## config.mk

```make
export PLATFORM = sky130hd
export DESIGN_NAME = fetch_pc_unit_flat
export DESIGN_NICKNAME = d
export VERILOG_FILES = /design/src/rtl/fetch_pc_unit_if.sv /design/src/rtl/fetch_pc_unit.sv /design/src/flat_wrapper.sv
export SDC_FILE = /design/constraint.sdc
export NUM_CORES = 1
export LEC_CHECK = 0
export ABC_CLOCK_PERIOD_IN_PS = 7700
export CAP_MARGIN = 20
export CELL_PAD_IN_SITES_DETAIL_PLACEMENT = 0
export CELL_PAD_IN_SITES_GLOBAL_PLACEMENT = 1
export CORE_UTILIZATION = 34
export DETAILED_ROUTE_END_ITERATION = 12
export GPL_ROUTABILITY_DRIVEN = 1
export GPL_TIMING_DRIVEN = 0
export PLACE_DENSITY_LB_ADDON = 0.3
export SETUP_SLACK_MARGIN = 0.5
export SLEW_MARGIN = 20
export SYNTH_ARGS = -nofsm -noshare
export SYNTH_HDL_FRONTEND = slang
export SYNTH_SLANG_ARGS = --single-unit
```

## constraint.sdc

```tcl
create_clock -name clk -period 7.7 [get_ports clk]
set_clock_uncertainty 0.2 [all_clocks]
set_input_delay 1.155 -clock clk [delete_from_list [all_inputs] [get_ports clk]]
set_output_delay 1.155 -clock clk [all_outputs]
set_load 0.01 [all_outputs]
```

## src/rtl/fetch_pc_unit_if.sv

```systemverilog
// Instruction-memory fetch bus: one request outstanding at a time, completed
// by imem_ready. The fetch unit is the master; the memory is the slave.
interface fetch_pc_unit_if;
   logic        imem_req;
   logic [31:0] imem_addr;
   logic        imem_ready;
   logic [31:0] imem_rdata;

   modport master (output imem_req, output imem_addr,
                   input  imem_ready, input imem_rdata);
   modport slave  (input  imem_req, input imem_addr,
                   output imem_ready, output imem_rdata);
endinterface

```

## src/rtl/fetch_pc_unit.sv

```systemverilog
// Program counter and instruction fetch stage. Fetches one word at a time,
// holds it for decode until accepted, and folds jump/branch redirects in,
// including redirects that arrive while a fetch is still outstanding.
module fetch_pc_unit #(
   parameter logic [31:0] RESET_PC = 32'h0000_0000
) (
   input  logic                   clk,
   input  logic                   rst,
   input  logic                   stall,
   input  logic                   jump,
   input  logic [31:0]            jump_target,
   input  logic                   branch_taken,
   input  logic [31:0]            branch_target,
   fetch_pc_unit_if.master        imem,
   output logic                   inst_valid,
   output logic [31:0]            inst,
   output logic [31:0]            pc_out,
   output logic [31:0]            pc_plus4
);

   typedef enum logic [1:0] {
      S_IDLE  = 2'd0,
      S_FETCH = 2'd1,
      S_HOLD  = 2'd2
   } state_t;

   state_t      state_q, state_d;
   logic [31:0] pc_q, pc_d;
   logic [31:0] inst_q, inst_d;
   logic [31:0] pc_out_q, pc_out_d;
   logic        inst_valid_q, inst_valid_d;
   logic        pend_valid_q, pend_valid_d;
   logic [31:0] pend_target_q, pend_target_d;

   logic        redir;
   logic [31:0] redir_tgt;

   // Redirect this cycle; jump beats branch, target forced word-aligned.
   always_comb begin
      redir     = jump | branch_taken;
      redir_tgt = (jump ? jump_target : branch_target) & 32'hFFFF_FFFC;
   end

   // Next-state and register updates for the fetch/hold sequencing.
   always_comb begin
      state_d       = state_q;
      pc_d          = pc_q;
      inst_d        = inst_q;
      pc_out_d      = pc_out_q;
      inst_valid_d  = inst_valid_q;
      pend_valid_d  = pend_valid_q;
      pend_target_d = pend_target_q;

      case (state_q)
         S_IDLE: begin
            // imem_ready here belongs to a request abandoned by reset.
            inst_valid_d = 1'b0;
            state_d      = S_FETCH;
         end
         S_FETCH: begin
            if (imem.imem_ready) begin
               if (redir) begin
                  // Data is for the old path; refetch at the fresh target.
                  pc_d         = redir_tgt;
                  pend_valid_d = 1'b0;
               end else if (pend_valid_q) begin
                  pc_d         = pend_target_q;
                  pend_valid_d = 1'b0;
               end else begin
                  inst_d       = imem.imem_rdata;
                  pc_out_d     = pc_q;
                  pc_d         = pc_q + 32'd4;
                  inst_valid_d = 1'b1;
                  state_d      = S_HOLD;
               end
            end else if (redir) begin
               // Request in flight keeps its address; remember the redirect.
               pend_valid_d  = 1'b1;
               pend_target_d = redir_tgt;
            end
         end
         S_HOLD: begin
            if (redir) begin
               pc_d         = redir_tgt;
               inst_valid_d = 1'b0;
               state_d      = S_FETCH;
            end else if (!stall) begin
               inst_valid_d = 1'b0;
               state_d      = S_FETCH;
            end
         end
         default: begin
            inst_valid_d = 1'b0;
            state_d      = S_IDLE;
         end
      endcase
   end

   // State and datapath registers, synchronous reset.
   always_ff @(posedge clk) begin
      if (rst) begin
         state_q       <= S_IDLE;
         pc_q          <= RESET_PC;
         inst_q        <= 32'd0;
         pc_out_q      <= 32'd0;
         inst_valid_q  <= 1'b0;
         pend_valid_q  <= 1'b0;
         pend_target_q <= 32'd0;
      end else begin
         state_q       <= state_d;
         pc_q          <= pc_d;
         inst_q        <= inst_d;
         pc_out_q      <= pc_out_d;
         inst_valid_q  <= inst_valid_d;
         pend_valid_q  <= pend_valid_d;
         pend_target_q <= pend_target_d;
      end
   end

   // Outputs: request and address decode from registers only.
   always_comb begin
      imem.imem_req  = (state_q == S_FETCH);
      imem.imem_addr = pc_q;
      inst_valid     = inst_valid_q;
      inst           = inst_q;
      pc_out         = pc_out_q;
      pc_plus4       = pc_out_q + 32'd4;
   end

endmodule

```

## src/flat_wrapper.sv

```systemverilog
// flat-port wrapper written by rule: the top's interface ports become plain ports
module fetch_pc_unit_flat 
#(
   parameter logic [31:0] RESET_PC = 32'h0000_0000
)
  (clk, rst, stall, jump, jump_target, branch_taken, branch_target, inst_valid, inst, pc_out, pc_plus4, imem_imem_req, imem_imem_addr, imem_imem_ready, imem_imem_rdata);
  fetch_pc_unit_if imem_i ();
  input  logic clk;
  input  logic rst;
  input  logic stall;
  input  logic jump;
  input  logic [31:0] jump_target;
  input  logic branch_taken;
  input  logic [31:0] branch_target;
  output logic inst_valid;
  output logic [31:0] inst;
  output logic [31:0] pc_out;
  output logic [31:0] pc_plus4;
  output wire logic [$bits(imem_i.imem_req)-1:0] imem_imem_req;
  output wire logic [$bits(imem_i.imem_addr)-1:0] imem_imem_addr;
  input wire logic [$bits(imem_i.imem_ready)-1:0] imem_imem_ready;
  input wire logic [$bits(imem_i.imem_rdata)-1:0] imem_imem_rdata;
  assign imem_imem_req = imem_i.imem_req;
  assign imem_imem_addr = imem_i.imem_addr;
  assign imem_i.imem_ready = imem_imem_ready;
  assign imem_i.imem_rdata = imem_imem_rdata;
  fetch_pc_unit #(.RESET_PC(RESET_PC)) u_core (.clk(clk), .rst(rst), .stall(stall), .jump(jump), .jump_target(jump_target), .branch_taken(branch_taken), .branch_target(branch_target), .imem(imem_i), .inst_valid(inst_valid), .inst(inst), .pc_out(pc_out), .pc_plus4(pc_plus4));
endmodule
```

==> out/qor.log <==
qor: clock_tree.cts_max_path_buffers 2
qor: clock_tree.clock_sinks 125
qor: timing.postLayoutSetupSlackWorst 3.334 ns
qor: timing.achievable-frequency 229.0 MHz
qor: logic_synthesis.synth-async-reset-ratio 0
qor: floorplan.floorplan.die.height 139.5 um
qor: clock_tree.clkLatencyLatePin 0.41 ns
qor: route.detail_route.first_pass.iterations 5
qor: setup_path.crit_arrival 3.01 ns
qor: clock_tree.tritoncts built
qor: power_and_ir_drop.irDropWorstVdd 165.6 uV
qor: logic_synthesis.synthCells 835
qor: finish.fin_util 0.5218
qor: finish.area_growth 48.26%
qor: clock_tree.cts_root_buffer clkbuf_16
qor: logic_synthesis.synth_top_area_cell dfxtp_1
qor: global_route.number_of_global_route_vias_before_repair 6,328
qor: route.postRouteAntennaNets 0
qor: clock_tree.num_cts_buffers 17
qor: route.dr.first_iter.drc_count 619
qor: route.route.vias.total 6,924
qor: logic_synthesis.yosys_warnings 0
qor: placement.placed_cell_area 8932 um^2
qor: logic_synthesis.synth_cell_type_count 53
qor: placement.preCtsSetupSlack 3.722 ns
qor: logic_synthesis.avg_synthesized_cell_area 7.700 um^2
qor: placement.place_inst 1,289
qor: logic_synthesis.synth.area.top_cells dfxtp_1 39%, nand2_1 9.3%, a21oi_1 7.2%, mux2i_1 5.8%, a211oi_1 3.9%
qor: global_route.grt_max_degree 17
qor: timing.grt_setup_unrepaired no
qor: logic_synthesis.synth_largest_type_area_fraction 0.3892
qor: global_route.grtUsageMet1 0.3212
qor: route.drc_errors 0
qor: finish.num-nets-final 1,183
qor: worst_hold_path.min_path_type flop to flop
qor: floorplan.floorplan.rows 49
qor: floorplan.core 18,270 um^2
qor: timing.fin_worst_hold_slack 0.2512 ns
qor: floorplan.die_w 139.5 um
qor: placement.portBuffers 219
qor: global_route.grt_busiest_layer met2
qor: logic_synthesis.synth.yosys.seq_area_share 0.3892
qor: run.cap_viol_max_count 0
qor: global_route.grt_pass1_wl 35,200 um
qor: floorplan.ios 232
qor: clock_tree.clk_transition_reported_paths 0.05 ns
qor: finish.count_of_fill_cells_added_during_filler_insertion 1,853
qor: global_route.initial_antenna_violation_count 0
qor: global_route.grt_overflow_total 0
qor: timing.final_max_slew_viol_count 0
qor: global_route.grt_use_total 0.2327
qor: floorplan.die-area 19,470 um^2
qor: power_and_ir_drop.leakagePower 3.329 nW
qor: setup_path.kind_of_start_point_of_the_critical_path flop
qor: power_and_ir_drop.total_power 1.773 mW
qor: clock_tree.post_cts.resized_instances 0
qor: logic_synthesis.postSynthRegisterBits 125
qor: clock_tree.ctsHoldBuffers 0
qor: finish.final_layout_size_suffix_gt1_frac 0.05037
qor: setup_path.critPathMaxFanout 8
qor: finish.stdcell_count 1,321
qor: timing.finalSetupTns 0 ns
qor: global_route.groute.layer.met2.usage 0.3626
qor: finish.antennaDiodeCount 0
qor: timing.maxSlewHeadroom 0.2553
qor: power_and_ir_drop.p_per_area 186.0 nW/um^2
qor: placement.place_congestion 0.8291
qor: global_route.met3_track_demand_over_resource_in_global_routing 0.04370
qor: timing.hold_viol_final 0
qor: clock_tree.cts_setup_buffers 0
qor: logic_synthesis.number_of_enable_flip_flop_cells_after_synthesis 0
qor: floorplan.start_util 0.3519
qor: placement.detailedPlacementHpwl 17,060 um
qor: timing.final_critical_path_share_of_the_clock_period 0.5670
qor: timing.worst_slew_pin_slew 1.107 ns
qor: setup_path.worstSetupPathType flop to output port
qor: finish.final_area 9533 um^2
qor: clock_tree.cts_max_level 4
qor: route.drt-vias-per-instance 5.241
qor: route.routed_wl 22,540 um
qor: timing.timing.final.crit_period 4.366 ns
qor: timing.setup_violations 0
qor: setup_path.crit_path_end_kind output port
qor: logic_synthesis.synthFlopType dfxtp_1
qor: setup_path.worst-endpoint-required 6.34 ns
qor: logic_synthesis.syn_area 6430 um^2
qor: status.run_status finished clean
qor: route.average_wire_per_cell_in_the_routed_design 17.06 um
## layout make-up
| cell class | count | area (um^2) | share of cell area |
|---|---|---|---|
| inverter | 12 | 45.04 | 0.004725 |
| tap | 229 | 286.5 | 0.03006 |
| buffer | 73 | 301.5 | 0.03163 |
| timing repair buffer | 220 | 2197 | 0.2305 |
| sequential | 125 | 2502 | 0.2625 |
| clock inverter | 12 | 143.9 | 0.01509 |
| clock buffer | 20 | 456.7 | 0.04791 |
| multi-input combinational | 630 | 3600 | 0.3776 |
## path summary, 6_finish.rpt
| path | slack, ns | cells past startpoint | from | to |
|---|---|---|---|---|
| max reg2reg | 4.69 | 7 | u_core.imem.imem_addr[3]$_SDFFE_PP0P_ | u_core.imem.imem_addr[28]$_SDFFE_PP0P_ |
| max | 3.33 | 7 | u_core.pc_out[8]$_SDFFE_PP0P_ | pc_plus4[30] |
| min reg2reg | 0.25 | 2 | u_core.inst[27]$_SDFFE_PP0P_ | u_core.inst[27]$_SDFFE_PP0P_ |
| min | 0.25 | 2 | u_core.inst[27]$_SDFFE_PP0P_ | u_core.inst[27]$_SDFFE_PP0P_ |
## placed cells by master, fill, tap and decap left out, types with 4 or more instances in the layout
cell type,count
nand2b_1,5
or3_1,6
conb_1,6
clkbuf_1,61
nand4_1,14
xnor2_1,25
inv_1,12
nor2_1,63
a21oi_1,93
and3_1,14
a31oi_1,9
clkbuf_16,17
or4_1,4
xor2_1,15
o21ai_0,33
nor3_1,12
o221a_2,6
buf_2,5
clkinv_2,6
mux2i_1,37
nand3_1,27
nand2_1,160
a211oi_1,33
and4_1,4
clkdlybuf4s50_1,219
buf_4,6
dfxtp_1,125
o31ai_1,5
nor4_1,15
## worst max-delay path, cell delays in order (launching register included)
cell and delay (ns):
dfxtp_1 0.46, and4_1 0.30, and4_1 0.21, clkbuf_1 0.25, nand3_1 0.33, nor4_1 0.33
xor2_1 0.18, clkdlybuf4s50_1 0.55
## routing by layer
| metal | part of all wire | routed length, um | vias to the layer above |
|---|---|---|---|
| met5 | 0 | 0 | - |
| met4 | 0.014 | 307 | 0 |
| met3 | 0.067 | 1504 | 28 |
| met2 | 0.46 | 10320 | 294 |
| met1 | 0.46 | 10410 | 3178 |
| li1 | - | - | 3424 |
## kinds of logic after synthesis
logic type	synth area share
fa+ha+maj	0.003891
xor+xnor	0.05449
other cells	0.0005832
compound gates	0.1952
mux	0.06285
flops	0.3892
buf+inv	0.05390
simple gates	0.2399
## sequential cells by signal, summed over array words and instances, names as in the netlist
name	count
u_core.inst_valid	1
u_core.pend_valid_q	1
u_core.state_q	1
u_core.inst	32
u_core.imem.imem_addr	30
u_core.pc_out	30
u_core.pend_target_q	30
## synthesized netlist by cell type, drive strengths merged, types with 6 or more instances
cell type and count:
o221a 6, nor3 12, nand3 27, xnor2 25, nor2 63, inv 12, a21oi 93, nand4 15
and3 14, xor2 15, or3 6, clkbuf 60, a31oi 9, mux2i 37, buf 13, dfxtp 125
a211oi 33, nor4 15, o21ai 33, nand2 160
## power by group
group          internal (mW)  leakage, nW  total (mW)  switching (mW)
clock                  0.523        0.295       0.813           0.290
sequential             0.675         1.02       0.708          0.0332
combinational          0.125         2.02       0.253           0.128
Power figures use the tool's default switching activity.
